==> src/rtl/alu_share_arbiter.sv <==
// rtl/alu_share_arbiter.sv - round-robin share of one external ALU between two requesters
module alu_share_arbiter #(
  parameter int WIDTH = 32,
  parameter int OPW   = 3
) (
  input  logic             clk,
  input  logic             rst,
  input  logic             req0_valid,
  output logic             req0_ready,
  input  logic [WIDTH-1:0] req0_a,
  input  logic [WIDTH-1:0] req0_b,
  input  logic [OPW-1:0]   req0_op,
  input  logic             req1_valid,
  output logic             req1_ready,
  input  logic [WIDTH-1:0] req1_a,
  input  logic [WIDTH-1:0] req1_b,
  input  logic [OPW-1:0]   req1_op,
  output logic             rsp0_valid,
  input  logic             rsp0_ready,
  output logic             rsp1_valid,
  input  logic             rsp1_ready,
  output logic [WIDTH-1:0] rsp_result,
  output logic             rsp_zero,
  output logic [WIDTH-1:0] alu_a,
  output logic [WIDTH-1:0] alu_b,
  output logic [OPW-1:0]   alu_ctrl,
  input  logic [WIDTH-1:0] alu_result,
  input  logic             alu_zero,
  output logic             busy
);

  typedef enum logic [1:0] {
    IDLE = 2'd0,
    EXEC = 2'd1,
    RESP = 2'd2
  } state_t;

  state_t           state_q, state_d;
  logic [WIDTH-1:0] alu_a_q, alu_a_d;
  logic [WIDTH-1:0] alu_b_q, alu_b_d;
  logic [OPW-1:0]   alu_ctrl_q, alu_ctrl_d;
  logic [WIDTH-1:0] res_q, res_d;
  logic             zero_q, zero_d;
  logic             owner_q, owner_d;
  logic             last_q, last_d;
  logic             grant0, grant1;

  // Round-robin pick: a lone requester wins; on a tie the one not served last wins.
  always_comb begin
    grant0 = req0_valid & (~req1_valid | last_q);
    grant1 = req1_valid & (~req0_valid | ~last_q);
  end

  // Next-state and datapath: latch operands on accept, capture ALU output one cycle later.
  always_comb begin
    state_d    = state_q;
    alu_a_d    = alu_a_q;
    alu_b_d    = alu_b_q;
    alu_ctrl_d = alu_ctrl_q;
    res_d      = res_q;
    zero_d     = zero_q;
    owner_d    = owner_q;
    last_d     = last_q;
    case (state_q)
      IDLE: begin
        if (grant0) begin
          alu_a_d    = req0_a;
          alu_b_d    = req0_b;
          alu_ctrl_d = req0_op;
          owner_d    = 1'b0;
          last_d     = 1'b0;
          state_d    = EXEC;
        end else if (grant1) begin
          alu_a_d    = req1_a;
          alu_b_d    = req1_b;
          alu_ctrl_d = req1_op;
          owner_d    = 1'b1;
          last_d     = 1'b1;
          state_d    = EXEC;
        end
      end
      EXEC: begin
        res_d   = alu_result;
        zero_d  = alu_zero;
        state_d = RESP;
      end
      RESP: begin
        if ((~owner_q & rsp0_ready) | (owner_q & rsp1_ready)) begin
          state_d = IDLE;
        end
      end
      default: state_d = IDLE;
    endcase
  end

  // State and datapath registers; reset discards any in-flight operation.
  always_ff @(posedge clk) begin
    if (rst) begin
      state_q    <= IDLE;
      alu_a_q    <= '0;
      alu_b_q    <= '0;
      alu_ctrl_q <= '0;
      res_q      <= '0;
      zero_q     <= 1'b0;
      owner_q    <= 1'b0;
      last_q     <= 1'b1;
    end else begin
      state_q    <= state_d;
      alu_a_q    <= alu_a_d;
      alu_b_q    <= alu_b_d;
      alu_ctrl_q <= alu_ctrl_d;
      res_q      <= res_d;
      zero_q     <= zero_d;
      owner_q    <= owner_d;
      last_q     <= last_d;
    end
  end

  // Handshake outputs: readies only in IDLE, responses only in RESP for the owner.
  always_comb begin
    req0_ready = ~rst & (state_q == IDLE) & grant0;
    req1_ready = ~rst & (state_q == IDLE) & grant1;
    rsp0_valid = (state_q == RESP) & ~owner_q;
    rsp1_valid = (state_q == RESP) & owner_q;
    busy       = (state_q != IDLE);
  end

  assign alu_a      = alu_a_q;
  assign alu_b      = alu_b_q;
  assign alu_ctrl   = alu_ctrl_q;
  assign rsp_result = res_q;
  assign rsp_zero   = zero_q;

endmodule
==> config.mk <==
export PLATFORM = sky130hd
export DESIGN_NAME = alu_share_arbiter
export DESIGN_NICKNAME = d
export VERILOG_FILES = /design/src/rtl/alu_share_arbiter.sv
export SDC_FILE = /design/constraint.sdc
export NUM_CORES = 1
export LEC_CHECK = 0
export CORE_MARGIN = 1
export CORE_UTILIZATION = 35
export DETAILED_ROUTE_END_ITERATION = 8
export MAX_ROUTING_LAYER = met4
export PLACE_DENSITY = 0.8
export SYNTH_ARGS = -nofsm -noshare
export SYNTH_HDL_FRONTEND = slang
export SYNTH_SLANG_ARGS = --single-unit
==> constraint.sdc <==
create_clock -name clk -period 1.5 [get_ports clk]
set_input_delay 0.225 -clock clk [delete_from_list [all_inputs] [get_ports clk]]
set_output_delay 0.225 -clock clk [all_outputs]
set_load 0.02 [all_outputs]
==> reports/summary.log <==
[setup_path] startpoint of the worst register-to-register path state_q[0]$_SDFFE_PP0P_
[clock_network] TritonCTS clock tree yes
[setup_path] endpoint required time on the critical path 1730 ps
[grt] wire length of the first global-routing pass 27,400 um
[worst_hold_path] class of the tightest hold or removal check in -> reg
[layout] NumNets Final 1,005
[route] first-pass iteration count of the detailed router 7
[sta] final number of hold-violating endpoints 0
[yosys] Syn Nets 737
[clock_network] clock network latency to the later pin of the worst-skew pair 350 ps
[power] power share of the combinational group 0.351
[sta] final worst path period need 1770 ps
[route] routed vias/inst 5.51
[floorplan] effective utilization at floorplan 0.357
[clock_network] number of clock buffers inserted by TritonCTS 9
[floorplan] die width 121 um
[setup_path] end of the worst register-to-register path alu_ctrl[2]$_SDFFE_PP0P_
[layout] fill cell count 1,154
[route] Routed WL 18,400 um
[layout] cell area after layout 0.00886 mm2
[floorplan] die outline height 121 um
[floorplan] number of core rows 43
[yosys] #FFs+latches synth 104
[yosys] average instance area after synthesis 8.75 um2
[layout] most frequent cells in the layout clkdlybuf4s50_1, a21oi_1, dfxtp_1
[clock_network] count of hold buffers inserted by post-cts repair 0
[clock_network] clock root cell clkbuf_16
[power] worst vdd ir 0.618 mV
[clock_network] number of clock sinks 104
[setup_path] Setup CP Type reg -> reg
[yosys] synthesized netlist cell count 564
[grt] layer with the highest usage met2
[grt] GRT Overall Usage 0.245
[power] Clk pwr share 0.283
[sta] setup repair after global routing missed its margin yes
[floorplan] core box area 0.0138 mm2
[route] via total after detailed routing 5,600
[grt] M3 GR Usage 0.0632
[sta] worst-case clock skew 6.26 ps
[layout] final antenna diode count 0
[grt] number of antenna violations at the first check in global routing 0
[sta] fmax 566 MHz
[power] Sw Pwr 0.00268 W
[sta] transition time of the tightest slew-check pin 601 ps
[grt] sum of overflow across all layers after global routing 0
[sta] count of final setup violators 70
[layout] most frequent standard cell in the layout excluding fill and tap cells clkdlybuf4s50_1
[yosys] number of warnings reported in the yosys synthesis log 0
[sta] worst max-slew margin expressed relative to the limit 0.600
[floorplan] die area 0.0146 mm2
[placement] gp weighted congestion 0.796
[grt] met1 usage 0.296
[power] leakage component of the power 3.66 nW
[yosys] synthesized cell area 0.00493 mm2
[placement] area post-placement 0.00800 mm2
[setup_path] kind of end point of the critical path flip-flop
[run_status] status complete, but fails checks
[grt] fraction of met2 tracks used by global routing 0.392
[placement] total of buffers placed on input and output ports 277
[route] WL/cell 18.1 um
[floorplan] I/O pin count 278
[route] Detail Route Antenna Nets 0
[power] PnR Total Power 0.00878 W
[flow_run] Maximum Capacitance Violations 0
[setup_path] critical-path maximum fanout 8
[worst_hold_path] Hold Path Cell Cnt 3
[grt] pin count of the biggest net entering global routing 68
[route] number of violations reported at the end of detailed-routing iteration 0 325
[layout] share of post-route cells with drive strength above 1 0.150
[route] number of design rule violations left after detail routing 0
[sta] worst hold slack across all endpoints 250 ps
[power] switching power as a share of total power 0.305
[clock_network] H-tree depth 3
[sta] summed negative setup slack over all endpoints -13,900 ps
[setup_path] setup slack of the most critical reg-to-reg path -270 ps
[layout] relative area change from synthesis to final layout 79.6%
[yosys] post-synthesis sequential area ratio 0.422
[power] Power per Cell Area 991 mW/mm2
[worst_hold_path] hold wc startpoint rst
[placement] HPWL after detailed placement 11,200 um
[sta] final count of pins violating max slew 0
[run_status] violations in the final reports negative setup slack
[clock_network] CTS clk-pin slew, worst paths 70 ps
[worst_hold_path] Worst Hold Path EP alu_a[20]$_SDFFE_PP0P_
[power] power share of the sequential group 0.366
[setup_path] CP Launch Type flip-flop
[grt] vias in the first global route 5,463
[yosys] number of distinct standard cells referenced by the synthesized netlist 23
[power] internal power component 0.00610 W
[setup_path] CP arrival 2000 ps
[sta] period utilization 1.18
[clock_network] CTS max path bufs 2
[setup_path] FF-to-FF path depth 7
[sta] final worst setup slack -268 ps
-- what timing repair did --
action | in CTS | in global routing
gates resized for setup | 134 | 64
setup buffers | 6 | 8
pin swaps | 1 | 8
setup endpoints to repair | 172 | 70
gates cloned | 3 | 4
-- metal layers --
| metal | up-vias | routed length, um |
|---|---|---|
| met5 | - | 0 |
| met1 | 2655 | 7750 |
| met4 | 0 | 473 |
| met3 | 32 | 1390 |
| li1 | 2644 | - |
| met2 | 269 | 8800 |
-- flip-flops by register name (all words and copies together) (netlist names) --
signal / cells
alu_a: 32
alu_b: 32
alu_ctrl: 3
last_q: 1
owner_q: 1
rsp_result: 32
rsp_zero: 1
state_q: 2
-- synth_stat cells --
cell,n,area (um2)
dfxtp_1,104,2080
nand2b_1,1,6.26
or4b_1,67,671
nor4b_2,7,105
o21ai_1,2,10.0
mux2i_1,1,10.0
nor3b_1,1,7.51
nor3_1,68,340
inv_2,1,3.75
buf_2,19,95.1
nor2_1,2,7.51
or2_1,2,12.5
and3b_1,1,8.76
nor2_4,1,11.3
nor2b_1,2,12.5
nand3b_1,2,15.0
a21bo_1,1,10.0
nor4b_1,61,534
clkbuf_1,47,176
buf_6,3,33.8
nand2_1,66,248
a21oi_1,102,510
buf_4,3,22.5
-- cell families (layout without fill, tap and decap cells) --
group           after synthesis  in the layout  share of synthesized area
simple gates                281            281                      0.401
compound gates              105            105                      0.108
flops                       104            104                      0.422
buf+inv                      73            345                     0.0672
mux                           1              1                    0.00203
-- how the worst max path moves through the flow --
stage | to | cells after the start | start | slack [ps]
3_3_place_gp | req1_ready | 5 | req1_valid | -580
5_1_grt | req0_ready | 6 | state_q[0]$_SDFFE_PP0P_ | -330
3_5_place_dp | req1_ready | 5 | req1_valid | -590
2_1_floorplan | req0_ready | 6 | state_q[0]$_SDFFE_PP0P_ | -30
6_report | alu_ctrl[2]$_SDFFE_PP0P_ | 7 | state_q[0]$_SDFFE_PP0P_ | -270
4_1_cts | req0_ready | 6 | state_q[1]$_SDFFE_PP0P_ | -290
-- metrics by stage --
stage	instances	util	worst slack, ps
2_1_floorplan	564	-	-30.9
3_5_place_dp	982	0.578	-592
5_1_grt	1016	0.641	-327
3_3_place_gp	982	0.578	-583
4_1_cts	1006	0.606	-287
6_report	1016	0.641	-268
-- cell type report --
class	count	area, um2	area share
well taps	180	225	0.0254
clock inverters	4	70.1	0.00791
flip-flops and latches	104	2090	0.235
repair buffers	329	3360	0.380
clock buffers	11	233	0.0263
multi-input cells	387	2870	0.324
inverters	1	8.76	0.000989
-- power groups by stage --
stage | clock network, W | logic, W | registers, W
after floorplan | 0 | 0.00101 | 0.00363
after global placement | 0 | 0.00274 | 0.00327
after detailed placement | 0 | 0.00275 | 0.00328
after CTS | 0.00254 | 0.00275 | 0.00321
after global routing | 0.00266 | 0.00328 | 0.00325
final | 0.00248 | 0.00308 | 0.00321
-- critical path, cell delays in order, from the launching register on --
cell	delay, ps
dfxtp_2	330
nor2_4	140
clkinv_4	80
buf_4	140
buf_12	140
buf_16	130
or4b_1	540
nor4b_4	150
No activity file was read; power rests on OpenSTA's default activity.
